<file path="src/rtl/knight_cmd_pkg.sv">
// Shared types and constants for the Knight command sequencer.
package knight_cmd_pkg;

  localparam logic [7:0] RESP_DONE = 8'hA5;
  localparam logic [7:0] RESP_TRMT = 8'h5A;

  typedef logic [15:0] cmd_t;

  typedef enum logic [2:0] {
    IDLE,
    SEND,
    WAIT_SENT,
    WAIT_RESP,
    FAIL,
    ERROR
  } seq_state_t;

endpackage

</file>
<file path="src/rtl/cmd_fifo.sv">
// Synchronous first-word-fall-through command queue with flush.
module cmd_fifo
  import knight_cmd_pkg::*;
#(
  parameter int unsigned DEPTH = 8
) (
  input  logic clk,
  input  logic rst,
  input  logic flush,
  input  logic wr_en,
  input  cmd_t wr_data,
  input  logic rd_en,
  output cmd_t rd_data,
  output logic full,
  output logic empty
);

  localparam int unsigned AW = $clog2(DEPTH);

  cmd_t            r_mem [DEPTH];
  logic [AW-1:0]   r_wr_ptr;
  logic [AW-1:0]   r_rd_ptr;
  logic [AW:0]     r_count;
  logic            w_do_wr;
  logic            w_do_rd;

  // full/empty gate the raw requests, so a push while full is dropped
  // even if a pop happens in the same cycle
  assign w_do_wr = wr_en && !full;
  assign w_do_rd = rd_en && !empty;

  assign full    = (r_count == (AW+1)'(DEPTH));
  assign empty   = (r_count == '0);
  assign rd_data = r_mem[r_rd_ptr];

  // Pointer and occupancy bookkeeping; flush empties the queue
  always_ff @(posedge clk) begin
    if (rst || flush) begin
      r_wr_ptr <= '0;
      r_rd_ptr <= '0;
      r_count  <= '0;
    end else begin
      if (w_do_wr) r_wr_ptr <= r_wr_ptr + 1'b1;
      if (w_do_rd) r_rd_ptr <= r_rd_ptr + 1'b1;
      case ({w_do_wr, w_do_rd})
        2'b10:   r_count <= r_count + 1'b1;
        2'b01:   r_count <= r_count - 1'b1;
        default: r_count <= r_count;
      endcase
    end
  end

  // Storage array write port
  always_ff @(posedge clk) begin
    if (w_do_wr) r_mem[r_wr_ptr] <= wr_data;
  end

endmodule

</file>
<file path="src/rtl/cmd_sequencer.sv">
// Issues queued Knight commands one at a time over the RemoteComm handshake,
// waiting for DONE on each, with timeout, bounded retry and sticky error.
module cmd_sequencer
  import knight_cmd_pkg::*;
#(
  parameter int unsigned DEPTH     = 8,
  parameter int unsigned TIMEOUT   = 10000,
  parameter int unsigned MAX_RETRY = 2
) (
  input  logic        clk,
  input  logic        rst,
  input  logic        push,
  input  logic [15:0] push_cmd,
  input  logic        abort,
  output logic        full,
  output logic        empty,
  output logic        ovf,
  output logic [15:0] cmd,
  output logic        send_cmd,
  input  logic        cmd_sent,
  input  logic        resp_rdy,
  input  logic [7:0]  resp,
  output logic        busy,
  output logic        cmd_done,
  output logic        err,
  output logic [15:0] err_cmd
);

  localparam int unsigned TW = $clog2(TIMEOUT + 1);
  localparam int unsigned RW = (MAX_RETRY > 0) ? $clog2(MAX_RETRY + 1) : 1;
  localparam logic [TW-1:0] TO_LAST   = TW'(TIMEOUT - 1);
  localparam logic [TW-1:0] TO_MAX    = TW'(TIMEOUT);
  localparam logic [RW-1:0] RETRY_LIM = RW'(MAX_RETRY);

  seq_state_t     r_state;
  seq_state_t     w_next;
  logic           r_sent_q;
  logic           r_rdy_q;
  logic [TW-1:0]  r_to_cnt;
  logic [RW-1:0]  r_retry;
  cmd_t           r_cmd;
  cmd_t           r_err_cmd;
  logic           r_err;
  logic           r_ovf;
  logic           r_cmd_done;

  logic           w_sent_rise;
  logic           w_rdy_rise;
  logic           w_resp_done;
  logic           w_resp_trmt;
  logic           w_to_exp;
  logic           w_accept;
  logic           w_retry_ok;
  logic           w_give_up;
  logic           w_fifo_wr;
  logic           w_fifo_flush;
  logic           w_full;
  logic           w_empty;
  cmd_t           w_head;

  assign w_sent_rise  = cmd_sent & ~r_sent_q;
  assign w_rdy_rise   = resp_rdy & ~r_rdy_q;
  assign w_resp_done  = w_rdy_rise && (resp == RESP_DONE);
  assign w_resp_trmt  = w_rdy_rise && (resp == RESP_TRMT);
  assign w_to_exp     = (r_to_cnt == TO_LAST);
  assign w_accept     = (r_state == WAIT_RESP) && w_resp_done && !abort;
  assign w_retry_ok   = (r_retry < RETRY_LIM);
  assign w_give_up    = (r_state == FAIL) && !w_retry_ok && !abort;
  assign w_fifo_wr    = push && !abort;
  assign w_fifo_flush = abort || w_give_up;

  // The head entry stays queued until DONE, so retries re-read nothing
  cmd_fifo #(
    .DEPTH (DEPTH)
  ) u_fifo (
    .clk     (clk),
    .rst     (rst),
    .flush   (w_fifo_flush),
    .wr_en   (w_fifo_wr),
    .wr_data (push_cmd),
    .rd_en   (w_accept),
    .rd_data (w_head),
    .full    (w_full),
    .empty   (w_empty)
  );

  assign full     = w_full;
  assign empty    = w_empty;
  assign ovf      = r_ovf;
  assign cmd      = r_cmd;
  assign cmd_done = r_cmd_done;
  assign err      = r_err;
  assign err_cmd  = r_err_cmd;

  // State register
  always_ff @(posedge clk) begin
    if (rst) r_state <= IDLE;
    else     r_state <= w_next;
  end

  // Next-state logic; abort overrides every state
  always_comb begin
    w_next = r_state;
    unique case (r_state)
      IDLE:      if (!w_empty && !r_err) w_next = SEND;
      SEND:      w_next = WAIT_SENT;
      WAIT_SENT: begin
        if (w_sent_rise)   w_next = WAIT_RESP;
        else if (w_to_exp) w_next = FAIL;
      end
      WAIT_RESP: begin
        if (w_rdy_rise) begin
          if (w_resp_done)       w_next = IDLE;
          else if (!w_resp_trmt) w_next = FAIL;
        end else if (w_to_exp) begin
          w_next = FAIL;
        end
      end
      FAIL:      w_next = w_retry_ok ? SEND : ERROR;
      ERROR:     w_next = ERROR;
      default:   w_next = IDLE;
    endcase
    if (abort) w_next = IDLE;
  end

  // Moore outputs decoded from the current state
  always_comb begin
    send_cmd = (r_state == SEND);
    busy     = (r_state != IDLE);
  end

  // Edge flops, counters, command latch, error report and pulses
  always_ff @(posedge clk) begin
    if (rst) begin
      r_sent_q   <= 1'b0;
      r_rdy_q    <= 1'b0;
      r_to_cnt   <= '0;
      r_retry    <= '0;
      r_cmd      <= '0;
      r_err      <= 1'b0;
      r_err_cmd  <= '0;
      r_ovf      <= 1'b0;
      r_cmd_done <= 1'b0;
    end else begin
      r_sent_q   <= cmd_sent;
      r_rdy_q    <= resp_rdy;
      r_ovf      <= push && w_full && !abort;
      r_cmd_done <= w_accept;
      if (abort) begin
        r_err    <= 1'b0;
        r_retry  <= '0;
        r_to_cnt <= '0;
      end else begin
        unique case (r_state)
          IDLE: begin
            if (!w_empty && !r_err) begin
              r_cmd   <= w_head;
              r_retry <= '0;
            end
          end
          SEND: r_to_cnt <= '0;
          WAIT_SENT: begin
            if (w_sent_rise)             r_to_cnt <= '0;
            else if (r_to_cnt != TO_MAX) r_to_cnt <= r_to_cnt + 1'b1;
          end
          WAIT_RESP: begin
            if (w_resp_trmt)                          r_to_cnt <= '0;
            else if (!w_rdy_rise && r_to_cnt != TO_MAX) r_to_cnt <= r_to_cnt + 1'b1;
          end
          FAIL: begin
            if (w_retry_ok) begin
              r_retry <= r_retry + 1'b1;
            end else begin
              r_err     <= 1'b1;
              r_err_cmd <= r_cmd;
            end
          end
          default: ;
        endcase
      end
    end
  end

endmodule

</file>
<file path="config.mk">
export PLATFORM = sky130hd
export DESIGN_NAME = cmd_sequencer
export DESIGN_NICKNAME = d
export VERILOG_FILES = /design/src/rtl/knight_cmd_pkg.sv /design/src/rtl/cmd_fifo.sv /design/src/rtl/cmd_sequencer.sv
export SDC_FILE = /design/constraint.sdc
export NUM_CORES = 1
export LEC_CHECK = 0
export BUFFER_PORTS_ARGS = -buffer_cell sky130_fd_sc_hd__buf_2
export CORE_MARGIN = 2
export CORE_UTILIZATION = 40
export DETAILED_ROUTE_END_ITERATION = 6
export GPL_TIMING_DRIVEN = 0
export HOLD_SLACK_MARGIN = 0.1
export PLACE_DENSITY = 0.56
export SLEW_MARGIN = 10
export SYNTH_ARGS = -nofsm -noshare
export SYNTH_HDL_FRONTEND = slang
export SYNTH_HIERARCHICAL = 1
export SYNTH_SLANG_ARGS = --single-unit
</file>
<file path="constraint.sdc">
create_clock -name clk -period 4.3 [get_ports clk]
set_clock_uncertainty 0.1 [all_clocks]
set_input_delay 0.645 -clock clk [delete_from_list [all_inputs] [get_ports clk]]
set_output_delay 0.645 -clock clk [all_outputs]
set_load 0.02 [all_outputs]
</file>
==> results_dict.tcl, run 1 <==
set metrics [dict create \
    drtPass1Iterations 6 \
    cp_data_arrival_time_ns 3.36 \
    setup_viol_count_final 0 \
    syn_area_um2 8050 \
    fin_crit_sh 0.722 \
    viasPerCell 5.18 \
    yosysMostFrequentCell "edfxtp_1" \
    fill_cells 1731 \
    cts-resized-gates 0 \
    max_freq_mhz 322 \
    p_total_uw 3670 \
    required_ns 4.56 \
    die_h_um 146 \
    ant_nets 0 \
    hold_violations 0 \
    synth_seq_cells 197 \
    cts_buffers 17 \
    worst-path-max-fanout 5 \
    synthTopCellsByCount "edfxtp_1, nand2_1, dfxtp_1, a21oi_1, nor2_1" \
    outcome "finished clean" \
    place_congestion 0.812 \
    synth_edf_count 128 \
    dp_hpwl_mm 11.9 \
    grt_remaining_overflow 0 \
    p_per_area_nw_per_um2 388 \
    synth.area.top_cells "edfxtp_1, dfxtp_1, mux4_2" \
    grt_pass1_vias 4864 \
    synth_top_area_share 0.477 \
    drive_gt1_frac 0.283 \
    async_flop_share 0 \
    critical_path_class "input port to register" \
    clock_latency_ns 0.42 \
    synth.distinct_cells 64 \
    syn-num-nets 611 \
    cp-start-kind "input port" \
    rsz0062_at_grt "no" \
    p_leak_uw 0.00318 \
    dieArea_um2 21300 \
    tightestPinTransition_ns 0.782 \
    synthCells 574 \
    rows 51 \
    drt_wl_total_mm 16.6 \
    yosys.area.top_type "edfxtp_1" \
    slew_headroom 0.479 \
    cts_tree "done" \
    cts_buffer_depth 2 \
    peakVddDrop_mv 0.265 \
    clk_pin_slew_ns 0.07 \
    placed_area_um2 8910 \
    drc 0 \
    tns_ns 0 \
    ctsHoldBuffers 0 \
    clockRootBuffer "clkbuf_16" \
    via_count 4937 \
    ys_seq_area_frac 0.649 \
    slew_violations 0 \
    cp-end-kind "register" \
    antenna_found_initial 2 \
    final_nets 712 \
    die_x_um 146 \
    syn_area_per_cell_um2 14.0 \
    design_area_um2 9470 \
    cts.sinks 197 \
    grt_pass1_wl_mm 26.7 \
    maxCapViolCount 0 \
    whs_ns 0.340 \
    fin_crit_ns 3.11 \
    start_util 0.411 \
    grt_max_degree 17 \
    synth_ff_type "edfxtp_1" \
    io_buffer_count 68 \
    coreArea_um2 19600 \
    drt-initial-drc-count 291 \
    ys_warn_count 6 \
    post_cts_buffers 0 \
    track_usage 0.163 \
    wl_per_cell_um 17.5 \
    cts_htree_levels 4 \
    areaGrowthSynthToFinish_pct 17.6 \
    hp-class "input port to register" \
    ioPinCount 69 \
]
[layout make-up]
type	count	area (µm²)	area share
Clock inverter	12	128	0.0135
Tap cell	265	332	0.0350
Multi-Input combinational cell	342	2660	0.281
Sequential cell	197	5230	0.552
Timing Repair Buffer	82	487	0.0514
Buffer	30	186	0.0197
Antenna cell	1	2.50	0.000264
Inverter	5	18.8	0.00198
Clock buffer	20	437	0.0461
[sequential cells by signal, indices dropped and copies added (netlist names), named ones only]
signal           cells
u_fifo/r_rd_ptr      3
r_state              3
r_sent_q             1
u_fifo/r_count       4
u_fifo/r_wr_ptr      3
err_cmd             16
ovf                  1
r_rdy_q              1
cmd_done             1
cmd                 16
r_to_cnt            14
r_retry              2
err                  1
u_fifo/r_mem       128
[layout by cell type, fill, tap and decap left out, types with 7 or more instances in the layout]
| cell | instances |
|---|---|
| nand2_1 | 81 |
| xnor2_1 | 10 |
| dfxtp_1 | 69 |
| clkbuf_1 | 12 |
| clkbuf_16 | 17 |
| buf_2 | 76 |
| mux2_2 | 16 |
| nor2_1 | 32 |
| nand3_1 | 13 |
| nor2b_1 | 7 |
| a21oi_1 | 43 |
| nor3_1 | 8 |
| buf_6 | 13 |
| ha_1 | 7 |
| edfxtp_1 | 128 |
| mux4_2 | 32 |
| nand2b_1 | 7 |
| buf_4 | 7 |
[power by group]
part           internal (µW)  switching, µW
Combinational           41.3           67.2
Clock                    858            674
Sequential              2020           6.54
Total                   2920            748
[stage by stage]
stage,std cells,util,worst slack [ns]
after detailed placement,921,0.455,0.810
final,954,0.484,1.19
after global placement,907,0.445,-0.938
after floorplan,574,-,0.953
after CTS,953,0.483,1.26
after global routing,953,0.483,0.921
[layer usage]
metal,vias up,share of wire,global-route usage
met5,-,0.00078,0
li1,2345,-,-
met4,2,0.0084,0.0422
met1,2482,0.45,0.213
met3,12,0.049,0.0483
met2,96,0.49,0.266
[worst max-delay path, cell delays in order]
cell      delay [ns]
buf_2           0.11
nor4bb_1        0.30
nand2_1         0.13
nor4_1          0.48
o41a_1          0.38
ha_1            0.32
xor2_1          0.18
ha_1            0.16
a21oi_1         0.04
xor2_1          0.15
or3_1           0.31
a21oi_1         0.15
[logic make-up after synthesis]
family,count (synthesis),synth area share
compound gates,65,0.0475
xor+xnor,16,0.0183
fa+ha+maj,7,0.0109
buf+inv,35,0.0255
flops,197,0.649
mux,52,0.117
simple gates,202,0.132
[worst paths after layout]
| check | cells after the start | to | slack [ns] | start |
|---|---|---|---|---|
| min reg2reg | 2 | err_cmd[7]$_SDFFE_PP0P_ | 0.35 | err_cmd[7]$_SDFFE_PP0P_ |
| max | 12 | u_fifo/r_count[2]$_SDFFE_PP0P_ | 1.19 | resp[1] |
| min | 2 | r_sent_q$_SDFF_PP0_ | 0.34 | cmd_sent |
| max reg2reg | 11 | u_fifo/r_count[2]$_SDFFE_PP0P_ | 1.25 | r_state[1]$_SDFFE_PP0P_ |
Note: power is estimated with default switching activity, not from simulation.
==> run 2: changes to the inputs <==
- clock period: 4.3 -> 2.98 ns (I/O delays scaled with it)
==> run 2 against run 1 <==
  * First-iteration DRC count is 3.1% lower
  * Wire length decreased by 0.34%
  * Worst hold slack got worse by 0.19 ns
  * Non-clock buffer count decreased by 2
  * Combinational power rose by 44%
  * Sequential cell count is the same
==> results_dict.tcl, run 2 (synthesis gave the netlist of run 1 again) <==
set metrics [dict create \
    die_h_um 146 \
    ioPinCount 69 \
    crit_slowest_cell "dfxtp_1" \
    dp_hpwl_mm 11.8 \
    critPathTopFamily "simple AND/OR/NAND/NOR gates" \
    grt_pass1_wl_mm 26.5 \
    cp-end-kind "register" \
    hp-class "input port to register" \
    dp_cells 918 \
    rows 51 \
    final_nets 710 \
    cts_buffer_depth 2 \
    clock_latency_ns 0.44 \
    cts.sinks 197 \
    place_congestion 0.806 \
    antenna_found_initial 1 \
    n_antenna_cell 0 \
    required_ns 3.25 \
    worst-path-max-fanout 10 \
    cp_data_arrival_time_ns 3.04 \
    max_freq_mhz 361 \
    startpoint "r_state[1]$_SDFFE_PP0P_" \
    tns_ns 0 \
    cts_buffers 17 \
    slew_headroom 0.425 \
    hold_violations 0 \
    slew_violations 0 \
    fin_crit_ns 2.77 \
    cts_htree_levels 4 \
    cp_cell_sequence "buf_2, nand4b_1, nor4_2, o41a_1, ha_1, xor2_1, ha_1, a21oi_1, xor2_1, or3_1, a21oi_1" \
    viasPerCell 5.18 \
    grt_pass1_vias 4839 \
    drc 0 \
    start_util 0.411 \
    dieArea_um2 21300 \
    drive_gt1_frac 0.292 \
    critical_path_buf_inv_count 1 \
    setup_viol_count_final 0 \
    io_buffer_count 68 \
    largest_reg_flops 128 \
    via_count 4924 \
    p_total_uw 5430 \
    final_cell_mix "edfxtp_1, nand2_1, buf_2, dfxtp_1, a21oi_1" \
    largest_register "u_fifo/r_mem" \
    p_leak_uw 0.00321 \
    p_per_area_nw_per_um2 569 \
    clk_pin_slew_ns 0.08 \
    rsz0062_at_grt "no" \
    ant_nets 0 \
    reg2reg_from "r_state[1]$_SDFFE_PP0P_" \
    areaGrowthSynthToFinish_pct 18.5 \
    fin_crit_sh 0.929 \
    peakVddDrop_mv 0.365 \
    track_usage 0.161 \
    drt_wl_total_mm 16.6 \
    critical_path_class "register to register" \
    fill_cells 1728 \
    stdcell_count 951 \
    drt-initial-drc-count 282 \
    slowest_delay_ns 0.33 \
    maxCapViolCount 0 \
    drtPass1Iterations 4 \
    clockRootBuffer "clkbuf_16" \
    min-delay-start "cmd_sent" \
    wl_per_cell_um 17.4 \
    mostFrequentLayoutCell "edfxtp_1" \
    outcome "finished clean" \
    tightestPinTransition_ns 0.863 \
    grt_remaining_overflow 0 \
    cts_tree "done" \
    die_x_um 146 \
    cp-start-kind "register" \
    ctsHoldBuffers 0 \
    coreArea_um2 19600 \
    grt_max_degree 24 \
]
## run 2: cell types whose count changed in the layout (fill, tap and decap cells not counted), sizes merged
cell / before / now
diode: 1 / 0
clkinvlp: 1 / 0
buf: 103 / 101
clkinv: 6 / 8
inv: 8 / 12
bufinv: 2 / 0
clkbuf: 29 / 26
## run 2: power by group
part / internal [µW] / switching (µW) / leakage (µW)
clock network: 1170 / 1180 / 0.000305
registers: 2920 / 9.33 / 0.00171
logic: 58.2 / 99.0 / 0.00119
total: 4140 / 1290 / 0.00321
## run 2: per-stage QoR
| step | area [µm²] | hold slack (ns) | utilization | setup WS (ns) |
|---|---|---|---|---|
| 2_1_floorplan | 8060 | 0.364 | - | 0.180 |
| 3_3_place_gp | 8730 | 0.340 | 0.446 | -1.29 |
| 3_5_place_dp | 8890 | 0.346 | 0.454 | -0.258 |
| 4_1_cts | 9530 | 0.129 | 0.486 | 0.000911 |
| 5_1_grt | 9540 | 0.148 | 0.487 | 0.0123 |
| 6_report | 9540 | 0.146 | 0.487 | 0.210 |
## run 2: repair_timing
action                                  CTS  global route
endpoints found under the setup margin    0             2
setup buffers                             0             1
gates resized for setup                   0             1
endpoints found under the hold margin     0             0
## run 2: area by class of cell
cell class	instances	area, µm²	area share
Timing Repair Buffer	80	472	0.0494
Sequential cell	197	5230	0.548
Inverter	5	18.8	0.00197
Multi-Input combinational cell	342	2670	0.280
Clock inverter	15	211	0.0222
Tap cell	265	332	0.0347
Buffer	30	186	0.0195
Clock buffer	17	425	0.0446
## run 2: worst paths after layout
kind | end | slack [ns] | depth (start not counted)
worst min register to register | err_cmd[6]$_SDFFE_PP0P_ | 0.36 | 2
worst min-delay path | r_sent_q$_SDFF_PP0_ | 0.15 | 2
worst max-delay path | u_fifo/r_count[2]$_SDFFE_PP0P_ | 0.21 | 11
worst max register to register | u_fifo/r_count[2]$_SDFFE_PP0P_ | 0.21 | 11
## run 2: per-layer routing
layer | GRT usage | vias up | part of all wire
met4 | 0.0485 | 2 | 0.012
met3 | 0.0382 | 23 | 0.045
met1 | 0.215 | 2442 | 0.46
met5 | 0 | - | 0.00066
met2 | 0.263 | 112 | 0.48
li1 | - | 2345 | -
==> run 3: changes to the inputs <==
- GPL_ROUTABILITY_DRIVEN: unset -> 0
- SETUP_SLACK_MARGIN: unset -> 0.4
==> run 3 against run 2 <==
  * Total power decreased by 1.1%
  * Setup slack improved by 0.18 ns
  * Count of clock-buffer cells in the layout unchanged
  * Non-clock buffer count increased by 4
  * Global-route usage decreased by 0.26 points
  * Clock power decreased by 3%
  * Wire length decreased by 2.8%
  * Largest power group unchanged
  * Maximum frequency increased by 6.8%
  * Worst hold slack improved by 0.012 ns
==> results_dict.tcl, run 3 (synthesis gave the netlist of run 1 again) <==
set metrics [dict create \
    outcome "finished clean" \
    drive_gt1_frac 0.307 \
    fin_crit_sh 0.870 \
    cts_buffers 17 \
    ioPinCount 69 \
    viasPerCell 5.06 \
    drtPass1Iterations 6 \
    cp_cell_sequence "buf_6, nand4b_1, nor4_4, o41a_1, ha_4, xor2_1, ha_2, a21oi_2, xor2_1, or3_1, a21oi_1" \
    grt_pass1_wl_mm 26.0 \
    timing.final.ws_setup_ns 0.387 \
    final_nets 714 \
    io_buffer_count 68 \
    slew_headroom 0.379 \
    drt-initial-drc-count 305 \
    cts_buffer_depth 2 \
    cp_data_arrival_time_ns 2.85 \
    critPathTopFamily "simple AND/OR/NAND/NOR gates" \
    fin_crit_ns 2.59 \
    placed_area_um2 8890 \
    track_usage 0.159 \
    ant_nets 0 \
    place_ws_ns -0.254 \
    cts_htree_levels 4 \
    final_cell_mix "edfxtp_1, nand2_1, buf_2, dfxtp_1, a21oi_1" \
    cp-start-kind "register" \
    reg2reg_from "r_state[1]$_SDFFE_PP0P_" \
    die_x_um 146 \
    cts.sinks 197 \
    grt_max_degree 21 \
    grt_remaining_overflow 0 \
    antenna_found_initial 1 \
    areaGrowthSynthToFinish_pct 19.3 \
    rows 51 \
    clk_pin_slew_ns 0.07 \
    cp-end-kind "register" \
    worst-path-max-fanout 6 \
    drt_wl_total_mm 16.1 \
    crit_top_cell "xor2_1" \
    min-delay-start "cmd_sent" \
    start_util 0.411 \
    clockRootBuffer "clkbuf_16" \
    critical_path_class "register to register" \
    p_leak_uw 0.00322 \
    rsz0062_at_grt "yes" \
    grt_pass1_vias 4886 \
    coreArea_um2 19600 \
    slowest_delay_ns 0.34 \
    largest_register "u_fifo/r_mem" \
    maxCapViolCount 0 \
    required_ns 3.24 \
    drc 0 \
    largest_reg_flops 128 \
    hold_violations 0 \
    setup_viol_count_final 0 \
    cts_tree "done" \
    design_area_um2 9610 \
    via_count 4829 \
    hp-class "input port to register" \
    p_per_area_nw_per_um2 559 \
    fill_cells 1729 \
    crit_slowest_cell "dfxtp_2" \
    n_antenna_cell 0 \
    dp_hpwl_mm 11.4 \
    startpoint "r_state[1]$_SDFFE_PP0P_" \
    peakVddDrop_mv 0.409 \
    tightestPinTransition_ns 0.927 \
    die_h_um 146 \
    wl_per_cell_um 16.9 \
    mostFrequentLayoutCell "edfxtp_1" \
    p_total_uw 5380 \
    critical_path_buf_inv_count 1 \
    max_freq_mhz 386 \
    slew_violations 0 \
    clock_latency_ns 0.43 \
    dieArea_um2 21300 \
]
-- run 3: changes by cell type in the layout (fill, tap and decap cells not counted), sizes merged --
cell	before	now
buf	101	107
clkbuf	26	24
clkinv	8	7
bufinv	0	1
inv	12	11
clkinvlp	0	1
-- run 3: stage by stage --
step | hold WS (ns) | utilization | instances | TNS [ns]
2_1_floorplan | 0.364 | - | 574 | 0
6_report | 0.158 | 0.490 | 955 | 0
3_3_place_gp | 0.341 | 0.446 | 907 | -88.74
3_5_place_dp | 0.345 | 0.454 | 917 | -0.418
4_1_cts | 0.143 | 0.487 | 951 | 0
5_1_grt | 0.180 | 0.490 | 955 | 0
-- run 3: timing repair --
action                     4_1_cts  5_1_grt
hold buffers                     0        0
resized for setup                5       13
buffers inserted                 2        4
pin swaps                        1        6
setup endpoints to repair        3        2
-- run 3: path summary, 6_finish.rpt --
kind	endpoint	slack, ns	cells past startpoint
max	u_fifo/r_count[2]$_SDFFE_PP0P_	0.39	11
min	r_sent_q$_SDFF_PP0_	0.16	2
max reg2reg	u_fifo/r_count[2]$_SDFFE_PP0P_	0.39	11
min reg2reg	err_cmd[15]$_SDFFE_PP0P_	0.35	2
-- run 3: cell type report --
type	count	area [µm²]	area share
Sequential cell	197	5230	0.544
Buffer	30	195	0.0203
Tap cell	265	332	0.0345
Timing Repair Buffer	84	505	0.0526
Inverter	5	18.8	0.00195
Clock inverter	15	184	0.0191
Clock buffer	17	425	0.0443
Multi-Input combinational cell	342	2720	0.283
-- run 3: worst register-to-register path, cell delays in order (launching register included) --
cell and delay [ns]:
dfxtp_2 0.34, buf_6 0.11, nand4b_1 0.17, nor4_4 0.33, o41a_1 0.32, ha_4 0.19
xor2_1 0.15, ha_2 0.20, a21oi_2 0.04, xor2_1 0.15, or3_1 0.31, a21oi_1 0.12
-- run 3: power breakdown --
part / internal (µW) / total (µW) / switching (µW)
Combinational: 58.7 / 156 / 97.2
Sequential: 2920 / 2930 / 9.51
Clock: 1210 / 2290 / 1080
-- run 3: per-layer routing --
metal	vias up	track usage	wire (µm)
met2	83	0.271	8070
met3	11	0.0379	627
li1	2349	-	-
met5	-	0	13
met1	2384	0.202	7280
met4	2	0.0461	136
